`src/rtl/ram_bist_pkg.sv`:
```
// Shared definitions for the RAM BIST: FSM state encoding and default data pattern.
// Optional feature macro: RAM_BIST_INV_PASS_EN adds the inverted-data second pass states.
package ram_bist_pkg;

   localparam logic [31:0] RAM_BIST_PATTERN = 32'hA5A5_A5A5;

   // state  | meaning
   // IDLE   | waiting for start, outputs quiet
   // WR     | writing expected(a) to every address
   // RD     | reading every address, checking the previous read
   // DRAIN  | checking the last read of RD
   // WRI    | writing ~expected(a) (inverted pass only)
   // RDI    | reading back inverted data (inverted pass only)
   // DRAINI | checking the last read of RDI (inverted pass only)
   // FIN    | one-cycle done pulse, result valid
   typedef enum logic [2:0] {
      ST_IDLE  = 3'd0,
      ST_WR    = 3'd1,
      ST_RD    = 3'd2,
      ST_DRAIN = 3'd3,
      ST_FIN   = 3'd4
`ifdef RAM_BIST_INV_PASS_EN
      ,
      ST_WRI    = 3'd5,
      ST_RDI    = 3'd6,
      ST_DRAINI = 3'd7
`endif
   } state_e;

endpackage

```
`src/rtl/ram_bist_cmp.sv`:
```
// Read-data checker: remembers the address/expected data presented last cycle,
// compares it against the RAM output, and captures the pass/fail result.
module ram_bist_cmp #(
   parameter int ADDR_W = 6,
   parameter int DATA_W = 32
) (
   input  logic              clk,
   input  logic              rst_n,
   input  logic              clear,
   input  logic              chk_en,
   input  logic [ADDR_W-1:0] adr,
   input  logic [DATA_W-1:0] exp_data,
   input  logic [DATA_W-1:0] mem_dout,
   input  logic              fin_ok,
   output logic              mismatch,
   output logic              pass,
   output logic [ADDR_W-1:0] fail_adr
);

   logic [ADDR_W-1:0] adr_q;
   logic [DATA_W-1:0] exp_q;
   logic              vld_q;

   // RAM output belongs to the address presented one cycle earlier
   always_comb begin
      mismatch = vld_q && (mem_dout != exp_q);
   end

   // Pipeline the read address/expected value and capture the test result
   always_ff @(posedge clk) begin
      if (!rst_n) begin
         adr_q    <= '0;
         exp_q    <= '0;
         vld_q    <= 1'b0;
         pass     <= 1'b0;
         fail_adr <= '0;
      end else begin
         adr_q <= adr;
         exp_q <= exp_data;
         // a mismatch ends the test, so the read issued alongside it is never checked
         vld_q <= chk_en && !mismatch;
         if (clear) begin
            pass     <= 1'b0;
            fail_adr <= '0;
         end else if (mismatch) begin
            pass     <= 1'b0;
            fail_adr <= adr_q;
         end else if (fin_ok) begin
            pass     <= 1'b1;
            fail_adr <= '0;
         end
      end
   end

endmodule

```
`src/rtl/ram_bist.sv`:
```
// March-style RAM BIST: write expected(a)=PATTERN^a to all addresses, read back
// and check, report first failing address. Synchronous active-low reset.
// Optional macro RAM_BIST_INV_PASS_EN appends a second pass with inverted data.
module ram_bist
   import ram_bist_pkg::*;
#(
   parameter int          ADDR_W  = 6,
   parameter int          DATA_W  = 32,
   parameter logic [31:0] PATTERN = RAM_BIST_PATTERN
) (
   input  logic              clk,
   input  logic              rst_n,
   input  logic              start,
   output logic              busy,
   output logic              done,
   output logic              pass,
   output logic [ADDR_W-1:0] fail_adr,
   output logic              mem_we,
   output logic [ADDR_W-1:0] mem_adr,
   output logic [DATA_W-1:0] mem_din,
   input  logic [DATA_W-1:0] mem_dout
);

   localparam logic [DATA_W-1:0] PAT      = DATA_W'(PATTERN);
   localparam logic [ADDR_W-1:0] ADR_LAST = {ADDR_W{1'b1}};

   state_e            state;
   logic [ADDR_W-1:0] adr;
   logic              wr_ph;
   logic              rd_ph;
   logic              inv_ph;
   logic              adr_last;
   logic              mismatch;
   logic              fin_ok;
   logic              clear;
   logic [DATA_W-1:0] exp_cur;

   // Phase decode and expected data for the address currently on the bus
   always_comb begin
      wr_ph  = (state == ST_WR);
      rd_ph  = (state == ST_RD);
      inv_ph = 1'b0;
      fin_ok = (state == ST_DRAIN) && !mismatch;
`ifdef RAM_BIST_INV_PASS_EN
      wr_ph  = wr_ph || (state == ST_WRI);
      rd_ph  = rd_ph || (state == ST_RDI);
      inv_ph = (state == ST_WRI) || (state == ST_RDI) || (state == ST_DRAINI);
      fin_ok = (state == ST_DRAINI) && !mismatch;
`endif
      adr_last = (adr == ADR_LAST);
      clear    = (state == ST_IDLE) && start;
      exp_cur  = PAT ^ DATA_W'(adr);
      if (inv_ph) begin
         exp_cur = ~exp_cur;
      end
   end

   // RAM bus and status outputs, all quiet outside the active phases
   always_comb begin
      busy    = (state != ST_IDLE) && (state != ST_FIN);
      done    = (state == ST_FIN);
      mem_we  = wr_ph;
      mem_adr = (wr_ph || rd_ph) ? adr : '0;
      mem_din = wr_ph ? exp_cur : '0;
   end

   // Sequencer: phase state plus address counter that restarts at each phase
   always_ff @(posedge clk) begin
      if (!rst_n) begin
         state <= ST_IDLE;
         adr   <= '0;
      end else begin
         case (state)
            ST_IDLE: begin
               adr <= '0;
               if (start) begin
                  state <= ST_WR;
               end
            end
            ST_WR: begin
               if (adr_last) begin
                  state <= ST_RD;
                  adr   <= '0;
               end else begin
                  adr <= adr + 1'b1;
               end
            end
            ST_RD: begin
               if (mismatch) begin
                  state <= ST_FIN;
                  adr   <= '0;
               end else if (adr_last) begin
                  state <= ST_DRAIN;
                  adr   <= '0;
               end else begin
                  adr <= adr + 1'b1;
               end
            end
            ST_DRAIN: begin
               adr <= '0;
`ifdef RAM_BIST_INV_PASS_EN
               state <= mismatch ? ST_FIN : ST_WRI;
`else
               state <= ST_FIN;
`endif
            end
`ifdef RAM_BIST_INV_PASS_EN
            ST_WRI: begin
               if (adr_last) begin
                  state <= ST_RDI;
                  adr   <= '0;
               end else begin
                  adr <= adr + 1'b1;
               end
            end
            ST_RDI: begin
               if (mismatch) begin
                  state <= ST_FIN;
                  adr   <= '0;
               end else if (adr_last) begin
                  state <= ST_DRAINI;
                  adr   <= '0;
               end else begin
                  adr <= adr + 1'b1;
               end
            end
            ST_DRAINI: begin
               state <= ST_FIN;
               adr   <= '0;
            end
`endif
            ST_FIN: begin
               state <= ST_IDLE;
               adr   <= '0;
            end
            default: begin
               state <= ST_IDLE;
               adr   <= '0;
            end
         endcase
      end
   end

   ram_bist_cmp #(
      .ADDR_W (ADDR_W),
      .DATA_W (DATA_W)
   ) u_cmp (
      .clk      (clk),
      .rst_n    (rst_n),
      .clear    (clear),
      .chk_en   (rd_ph),
      .adr      (adr),
      .exp_data (exp_cur),
      .mem_dout (mem_dout),
      .fin_ok   (fin_ok),
      .mismatch (mismatch),
      .pass     (pass),
      .fail_adr (fail_adr)
   );

endmodule

```
`config.mk`:
```
export PLATFORM = sky130hd
export DESIGN_NAME = ram_bist
export DESIGN_NICKNAME = d
export VERILOG_FILES = /design/src/rtl/ram_bist_pkg.sv /design/src/rtl/ram_bist_cmp.sv /design/src/rtl/ram_bist.sv
export SDC_FILE = /design/constraint.sdc
export NUM_CORES = 1
export LEC_CHECK = 0
export CORE_MARGIN = 3
export CORE_UTILIZATION = 40
export CTS_CLUSTER_SIZE = 16
export DETAILED_ROUTE_END_ITERATION = 6
export GPL_TIMING_DRIVEN = 0
export PLACE_DENSITY = 0.93
export SLEW_MARGIN = 20
export SYNTH_ARGS = -nofsm -noshare
export SYNTH_HDL_FRONTEND = slang
export SYNTH_SLANG_ARGS = --single-unit
```
`constraint.sdc`:
```
create_clock -name clk -period 2.4 [get_ports clk]
set_clock_uncertainty 0.05 [all_clocks]
set_input_delay 0.6 -clock clk [delete_from_list [all_inputs] [get_ports clk]]
set_output_delay 0.6 -clock clk [all_outputs]
set_load 0.005 [all_outputs]
```
### Word level (Yosys, flattened, before mapping)

Index checks and enable logic that the tools add are counted.

| operators by class | value |
|---|---|
| reductions and logical operators | 13 |
| mux-type cells | 12 |
| bitwise logic cells | 2 |
| equal/unequal tests | 10 |
| $add $sub $neg | 1 |

Operator list:

| operator | count |
|---|---|
| 32-bit two-way mux | 1 |
| 32-bit inequality test | 1 |
| 6-bit two-way mux | 5 |
| 3-bit NOT with 16-bit output | 1 |
| 3-bit two-way mux | 4 |
| 3-bit case mux with 4 select lines | 1 |
| 6-bit case mux with 2 select lines | 1 |
| 6-bit by 1-bit adder with 6-bit output (second input constant) | 1 |
| 3-bit by 2-bit == test with 1-bit output (second input constant) | 2 |
| 6-bit == test (second input constant) | 1 |
| 1-bit logical AND | 5 |
| 3-bit by 1-bit == test with 1-bit output (second input constant) | 1 |
| 3-bit == test (second input constant) | 1 |
| 3-bit zero test | 1 |
| 3-bit by 1-bit inequality test with 1-bit output (second input constant) | 1 |
| 3-bit inequality test (second input constant) | 1 |
| 3-bit AND reduction | 1 |
| 3-bit nonzero test | 1 |
| 3-bit OR reduction | 1 |
| 2-bit by 1-bit inequality test with 1-bit output (second input constant) | 1 |
| 2-bit inequality test (second input constant) | 1 |
| 2-bit nonzero test | 1 |
| 2-bit OR reduction | 1 |
| 1-bit zero test | 1 |
| other kinds (2) | 2 |

| storage, ports and cells | value |
|---|---|
| register bits | 55 |
| output and inout bits | 48 |
| input port bits | 35 |

### Longest topological paths before layout

Gate-level depths: netlist (run 1).

| depth | value |
|---|---|
| word-level depth | 6 |
| depth in mapped cells | 6 |
| mapped depth without buffers | 5 |

### Modules after synthesis

Synthesis (run 1) repeated with hierarchy kept, for this count alone.

| second synthesis, totals | value |
|---|---|
| cell total of the unflattened synthesis | 256 |
| area total of the unflattened synthesis | 2448.6 µm² |

Modules (own cells, without submodules):

| module | sequential area each (µm²) | instances | area each (µm²) | cells each |
|---|---|---|---|---|
| ram_bist_cmp | 920.9 | 1 | 1689.1 | 156 |
| ram_bist | 180.2 | 1 | 759.5 | 100 |

### Least setup slack after synthesis (run 1)

Ideal clock, no wire load.

| path | value |
|---|---|
| path type | input to register |
| start point | in mem_dout[20] |
| end point | reg state[2] |
| stages on the path | 5 |
| data required time | 2.232 ns |
| setup slack | 0.549 ns |
| buffers on the path | 0 |
| setup time | 0.118 ns |
| arrival time | 1.684 ns |
| cells stage by stage | nor4_2 > nand4_1 > nor3_4 > a21boi_4 > o2111a_1 |

| between the ends | value |
|---|---|
| longest elaborated chain between the ends | 4 |

RTL lines:

| what | line | source |
|---|---|---|
| start: declaration | ram_bist.sv:21 | `input logic [DATA_W-1:0] mem_dout` |
| 32-bit inequality test * | ram_bist_cmp.sv:26 | `mismatch = vld_q && (mem_dout != exp_q);` |
| 1-bit logical AND * | ram_bist_cmp.sv:26 |  |
| 3-bit two-way mux / 3-bit by 1-bit inequality test with 1-bit output (equally long branches) | - |  |
| 3-bit case mux with 4 select lines / 3-bit AND reduction (equally long branches) | - |  |
| end signal: assignment | ram_bist.sv:77 | `state <= ST_WR;` |
| end signal: assignment | ram_bist.sv:90 | `state <= ST_FIN;` |
| end signal: assignment | ram_bist.sv:93 | `state <= ST_DRAIN;` |
| end: declaration | ram_bist.sv:27 | `state_e state;` |

Mark *: on every way between the ends. The rest lies on a longest branch, timed or not.
A chain may end at the register's enable or synchronous reset.

### Worst setup path in the final report (run 1)

| path | value |
|---|---|
| start point | reg state[1] |
| end point | out mem_din[21] |

| between the ends | value |
|---|---|
| longest elaborated chain between the ends | 2 |

RTL lines:

| what | line | source |
|---|---|---|
| start signal: assignment | ram_bist.sv:70 | `state <= ST_IDLE;` |
| start signal: assignment | ram_bist.sv:77 |  |
| start signal: assignment | ram_bist.sv:82 | `state <= ST_RD;` |
| 3-bit by 1-bit == test with 1-bit output | ram_bist.sv:40 | `wr_ph = (state == ST_WR);` |
| 32-bit two-way mux | ram_bist.sv:64 | `mem_din = wr_ph ? exp_cur : '0;` |
| end: declaration | ram_bist.sv:20 | `output logic [DATA_W-1:0] mem_din,` |

Every way passes these cells.

==> impl_metrics.csv, run 1 <==
group,metric,value,unit
final_layout,diodes,0,
synthesis,synth_top_area_share,0.356,
clock_tree,numCtsBuffers,3,
grt,grt_pass1_wl,6.45,mm
synthesis,ys_ff_latch,27,
worst_setup_path,crit_required,1.75,ns
drt,post_drt_wl_per_cell,13.4,microns
worst_setup_path,cp_data_arrival_time,1.70,ns
worst_setup_path,path_cells,"buf_4 > nor2_4 > nand2_4 > clkinvlp_4 > buf_4 > clkdlybuf4s50_1",
clock_tree,cts_htree_levels,1,
synthesis,synth_area_leaders,"dfxtp_1 36%, buf_4 13%, xnor2_1 5.2%, and2_1 4.9%, nand2_1 4.0%",
worst_setup_path,worst-path-buf-inv,4,
placed_design,place_inst,302,
worst_setup_path,critPathKind,"flip-flop to primary output",
drt,drtPass1Iterations,4,
synthesis,synthDistinctLibCells,37,
floorplanning,coreArea,3490,sq um
pwr,finalPower,1.05,mW
sta,maxSlewViolCount,0,
drt,via_count,1488,
synthesis,synth_warnings,0,
clock_tree,hold_buffers,0,
pwr,power_density,427,nW/um^2
synthesis,yosysSeqAreaShare,0.356,
placed_design,dp_hpwl,3.10,mm
worst_setup_path,start_kind,"flip-flop",
sta,slew_headroom,0.656,
sta,hold_viol,0,
clock_tree,clock-sinks,27,
worst_setup_path,critPathMaxStageDelay,0.49,ns
drt,viasPerCell,4.78,
pwr,leakage,1.09,nW
grt,grt.overflow.total,0,
sta,period_needed,2.35,ns
worst_setup_path,cp-end-kind,"primary output",
synthesis,syn_area,1520,sq um
job,cap_violations,0,
clock_tree,cts.path.max_buffers,2,
floorplanning,std_cell_rows,21,
sta,setup_viol,0,
grt,grt_start_max_net_pins,17,
clock_tree,cts_tree,"yes",
drt,drt_iter0_drc,60,
final_layout,final_util,0.705,
sta,hold_ws,0.399,ns
synthesis,postSynthCellCount,175,
worst_setup_path,cpMaxStageDelayCell,"clkdlybuf4s50_1",
floorplanning,fp.dieW,67.6,microns
sta,fin_crit_sh,0.978,
floorplanning,ios,83,
drt,drc,0,
grt,grt_pass1_vias,1460,
grt,antenna_found_initial,0,
final_layout,drive_above_1_share,0.215,
clock_tree,cts-root-buf,"clkbuf_8",
placed_design,place_congestion,0.831,
placed_design,numPortBuffers,69,
drt,wirelength,4.16,mm
final_layout,num-fill-cells,284,
final_layout,synthToLayoutAreaGrowth,62.1,%
final_layout,layout.cells.non_filler,311,
grt,grt_usage,0.184,
final_layout,nets,302,
synthesis,yosysTopAreaCell,"dfxtp_1",
worst_setup_path,cpMostUsedCell,"buf_4",
floorplanning,die_h,67.6,microns
sta,fmax,426,MHz
clock_tree,path_clk_slew,0.10,ns
worst_setup_path,path_max_fanout,10,
drt,ant_nets,0,
run_status,outcome,"completed",
synthesis,syn_area_per_cell,8.68,sq um
floorplanning,start_util,0.435,
min_path,hold_class,"flip-flop to flip-flop",
pwr,peakVddDrop,321,uV
worst_setup_path,path_delay_family,"buffers and inverters",
sta,tightest_slew,0.516,ns
floorplanning,die-area,4570,sq um
clock_tree,clkLatencyLatePin,0.28,ns
-- final cells by class --
type	count	area [sq um]	share of cell area
plain buffers	30	218	0.0884
clock buffers	3	41.3	0.0168
clock inverters	1	7.51	0.00305
inverters	3	15.0	0.00610
multi-input cells	127	840	0.341
flip-flops and latches	27	543	0.221
well taps	46	57.6	0.0234
repair buffers	73	733	0.298
repair inverters	1	7.51	0.00305
-- kinds of logic (layout without fill, tap and decap cells) --
logic type                 Yosys count  count (layout)  share of synthesized area
DFF                                 27              27                      0.356
other                                1              13                    0.00247
buffers and inverters               33             111                      0.147
and+or+nand+nor                     81              81                      0.307
AOI/OAI and AO/OA                   22              22                      0.122
adders and majority gates            1               1                    0.00824
xor gates and xnor gates            10              10                     0.0577
-- stage by stage --
| stage | setup WS [ns] | cell area [sq um] | TNS, ns |
|---|---|---|---|
| after CTS | 0.00488 | 2420 | 0 |
| after global routing | -0.0218 | 2460 | -0.0507 |
| final | 0.0528 | 2460 | 0 |
| after floorplan | 0.549 | 1560 | 0 |
| after detailed placement | -0.140 | 2310 | -1.85 |
| after global placement | -0.0967 | 2310 | -1.34 |
-- synth_stat cells --
| cell | count |
|---|---|
| nand4b_1 | 1 |
| o211a_1 | 1 |
| nand2_4 | 1 |
| nor2_1 | 14 |
| a41oi_4 | 1 |
| a21oi_1 | 8 |
| nand3b_1 | 1 |
| o2bb2ai_1 | 6 |
| nor3b_2 | 1 |
| nand4_1 | 6 |
| nor4_2 | 2 |
| a31oi_1 | 1 |
| o41ai_1 | 1 |
| or4_4 | 1 |
| dfxtp_1 | 27 |
| nor2b_1 | 3 |
| buf_4 | 26 |
| clkbuf_1 | 3 |
| nor4b_2 | 1 |
| a21boi_4 | 1 |
| nor3_4 | 1 |
| conb_1 | 1 |
| nor3_1 | 3 |
| and2_1 | 12 |
| inv_1 | 3 |
| nor4_1 | 2 |
| and3_1 | 4 |
| nand3_1 | 10 |
| o2111a_1 | 1 |
| or2_2 | 1 |
| nand2_1 | 16 |
| xnor2_1 | 9 |
| buf_2 | 1 |
| o21ai_0 | 2 |
| nand2b_1 | 1 |
| xor2_1 | 1 |
| ha_1 | 1 |
-- power breakdown --
group / internal, mW / switching [mW]
Clock: 0.118 / 0.155
Combinational: 0.194 / 0.112
Sequential: 0.459 / 0.0123
Total: 0.772 / 0.280
-- final timing paths --
path	from	endpoint	slack, ns	depth (start not counted)
worst max-delay path	state[1]	mem_din[21]	0.05	6
worst min-delay path	u_cmp.adr_q[5]	u_cmp.fail_adr[5]	0.40	1
worst max register to register	adr[0]	state[0]	0.62	5
worst min register to register	u_cmp.adr_q[5]	u_cmp.fail_adr[5]	0.40	1
-- what timing repair did --
item	in CTS	in global routing
pin swaps	2	3
endpoints found under the setup margin	23	17
setup buffers	2	2
resized for setup	17	10
cloned	1	0
-- per-layer routing --
layer / wire, microns / up-vias / global-route usage
met5: 0 / - / 0
met4: 29 / 0 / 0.0481
met3: 360 / 4 / 0.0516
met2: 2160 / 60 / 0.344
met1: 1610 / 677 / 0.200
li1: - / 747 / -
-- worst reg2reg max path, delay by kind of cell (launching register included) --
kind	cells	cell delay (ns)
and+or+nand+nor	3	0.60
DFF	1	0.55
adders and majority gates	1	0.33
AOI/OAI and AO/OA	1	0.18
-- sequential cells by signal, indices dropped and copies added, names as in the netlist --
name / cells
adr: 6
u_cmp.exp_q: 7
state: 3
u_cmp.vld_q: 1
u_cmp.fail_adr: 6
u_cmp.pass: 1
u_cmp.adr_q: 3
-- layout by cell type (no fill, tap or decap), drive strengths merged, types with 2 or more instances in the layout --
cell type       n
nand2          17
and3            4
dlygate4sd2     2
and2           12
o2bb2ai         6
nor2b           3
nand3          10
conb           13
a21oi           8
inv             2
nand4           6
clkinvlp        3
dlymetal6s2s    7
nor2           14
dfxtp          27
clkbuf          5
buf            33
clkdlybuf4s50  59
xnor2           9
nor3            4
nor4            4
o21ai           2
No activity file was read; power rests on OpenSTA's default activity.
==> run 2, diff against run 1 <==
Clock period 2.4 ns to 2.8 ns, I/O delays scaled along.
==> run 2 against run 1 <==
  * Setup slack gained 0.061 ns
  * Cell area fell by 3.3%
  * Largest power group unchanged
  * Power decreased by 16%
  * Highest routed layer unchanged
  * Critical path type unchanged
==> impl_metrics.csv, run 2 (same netlist as run 1, synthesis figures left out) <==
group,metric,value,unit
pwr,power_density,370,nW/um^2
floorplanning,die-area,4570,sq um
sta,hold_ws,0.398,ns
worst_setup_path,path_max_fanout,10,
pwr,leakage,0.942,nW
worst_setup_path,reg2reg_depth,5,
pwr,swShare,0.261,
final_layout,drive_above_1_share,0.180,
drt,drtPass1Iterations,4,
clock_tree,path_clk_slew,0.10,ns
final_layout,most-common-layout-cells,"69 x clkdlybuf4s50_1, 27 x dfxtp_1, 26 x buf_4",
worst_setup_path,critPathKind,"flip-flop to primary output",
sta,worst_slack,0.113,ns
final_layout,top_regs,"u_cmp.exp_q: 7 flops, adr: 6 flops, u_cmp.fail_adr: 6 flops",
final_layout,num-fill-cells,301,
worst_setup_path,crit_start,"state[1]",
pwr,clkPwrFrac,0.263,
drt,drt_iter0_drc,58,
clock_tree,cts-root-buf,"clkbuf_8",
pwr,power.share.combinational,0.280,
clock_tree,cts.path.max_buffers,2,
placed_design,dpl-instance-area,2310,sq um
floorplanning,die_h,67.6,microns
pwr,p_sw,230,uW
sta,hold_viol,0,
clock_tree,cts_tree,"yes",
floorplanning,std_cell_rows,21,
drt,drc,0,
placed_design,numPortBuffers,69,
pwr,peakVddDrop,262,uV
grt,antenna_found_initial,0,
clock_tree,cts_htree_levels,1,
clock_tree,numCtsBuffers,3,
pwr,sequentialPowerShare,0.457,
pwr,finalPower,881,uW
grt,grt_pass1_vias,1410,
drt,post_drt_wl_per_cell,12.9,microns
floorplanning,coreArea,3490,sq um
grt,grt_pass1_wl,6.28,mm
grt,grt_start_max_net_pins,17,
worst_setup_path,rr_startpoint,"adr[0]",
sta,rsz0062_at_grt,"no",
floorplanning,fp.dieW,67.6,microns
worst_setup_path,start_kind,"flip-flop",
worst_setup_path,cp_data_arrival_time,1.94,ns
floorplanning,ios,83,
final_layout,layout.cells.non_filler,307,
clock_tree,hold_buffers,0,
worst_setup_path,cp-end-kind,"primary output",
sta,period_needed,2.69,ns
final_layout,diodes,0,
drt,via_count,1471,
drt,wirelength,3.97,mm
placed_design,dp_hpwl,3.10,mm
final_layout,multi_input_area,810,sq um
job,cap_violations,0,
sta,fin_crit_sh,0.959,
min_path,whs_path_depth,1,
sta,fin_tns_setup,0,ns
grt,grt_usage,0.179,
drt,viasPerCell,4.79,
placed_design,place_worst_setup_slack,0.160,ns
final_layout,regMostFlops,"u_cmp.exp_q",
final_layout,regArea,541,sq um
final_layout,largest_register_ffs,7,
worst_setup_path,crit_required,2.05,ns
final_layout,final_util,0.682,
placed_design,place_inst,302,
sta,tightest_slew,0.504,ns
min_path,hold_start,"u_cmp.adr_q[5]",
final_layout,synthToLayoutAreaGrowth,56.8,%
final_layout,fin_area,2380,sq um
sta,setup_viol,0,
clock_tree,clkLatencyLatePin,0.28,ns
pwr,p_int,651,uW
min_path,hold_class,"flip-flop to flip-flop",
final_layout,nets,298,
final_layout,final_common_cell,"clkdlybuf4s50_1",
sta,maxSlewViolCount,0,
grt,grt.overflow.total,0,
clock_tree,clock-sinks,27,
drt,ant_nets,0,
floorplanning,start_util,0.435,
sta,fmax,372,MHz
placed_design,place_congestion,0.831,
sta,slew_headroom,0.664,
run_status,outcome,"completed",
run 2: cell count changes in the layout (fill, tap and decap cells not counted), moves of 2 or more:
| cell | previous run | this run |
|---|---|---|
| dlygate4sd2_1 | 2 | 0 |
| dfxtp_2 | 2 | 0 |
| dfxtp_1 | 25 | 27 |
| dlymetal6s2s_1 | 7 | 0 |
| clkdlybuf4s50_1 | 59 | 69 |
| buf_4 | 33 | 26 |
run 2: path summary, 6_finish.rpt:
kind / to / slack (ns)
worst max-delay path: mem_din[29] / 0.11
worst min-delay path: u_cmp.fail_adr[5] / 0.40
worst max register to register: state[0] / 1.11
worst min register to register: u_cmp.fail_adr[5] / 0.40
run 2: routing by layer:
layer / vias to the layer above / GRT usage / share of wire
li1: 738 / - / -
met1: 669 / 0.197 / 0.38
met2: 62 / 0.341 / 0.52
met3: 2 / 0.0516 / 0.091
met4: 0 / 0.0253 / 0.0025
met5: - / 0 / 0
run 2: area by class of cell:
| cell class | count | share of cell area |
|---|---|---|
| Multi-Input combinational cell | 127 | 0.340 |
| Timing Repair Buffer | 69 | 0.290 |
| Sequential cell | 27 | 0.227 |
| Buffer | 30 | 0.0893 |
| Tap cell | 46 | 0.0242 |
| Clock buffer | 3 | 0.0173 |
| Inverter | 3 | 0.00630 |
| Clock inverter | 1 | 0.00315 |
| Timing Repair inverter | 1 | 0.00315 |
run 2: power groups by stage:
| stage | Combinational (mW) | Clock, mW | Sequential [mW] |
|---|---|---|---|
| 2_1_floorplan | 0.110 | 0 | 0.409 |
| 3_3_place_gp | 0.236 | 0 | 0.411 |
| 3_5_place_dp | 0.241 | 0 | 0.411 |
| 4_1_cts | 0.244 | 0.234 | 0.403 |
| 5_1_grt | 0.268 | 0.244 | 0.404 |
| 6_report | 0.247 | 0.231 | 0.403 |
run 2: worst max-delay path, stage by stage (launching register included):
cell	delay (ns)
dfxtp_1	0.31
buf_2	0.17
nor2_2	0.22
nand2_2	0.16
clkinvlp_4	0.15
buf_4	0.12
clkdlybuf4s50_1	0.53
run 2: what timing repair did:
action / in CTS / in global routing
cloned: 0 / 1
resized for setup: 3 / 3
endpoints found under the setup margin: 14 / 19
buffers inserted: 0 / 0
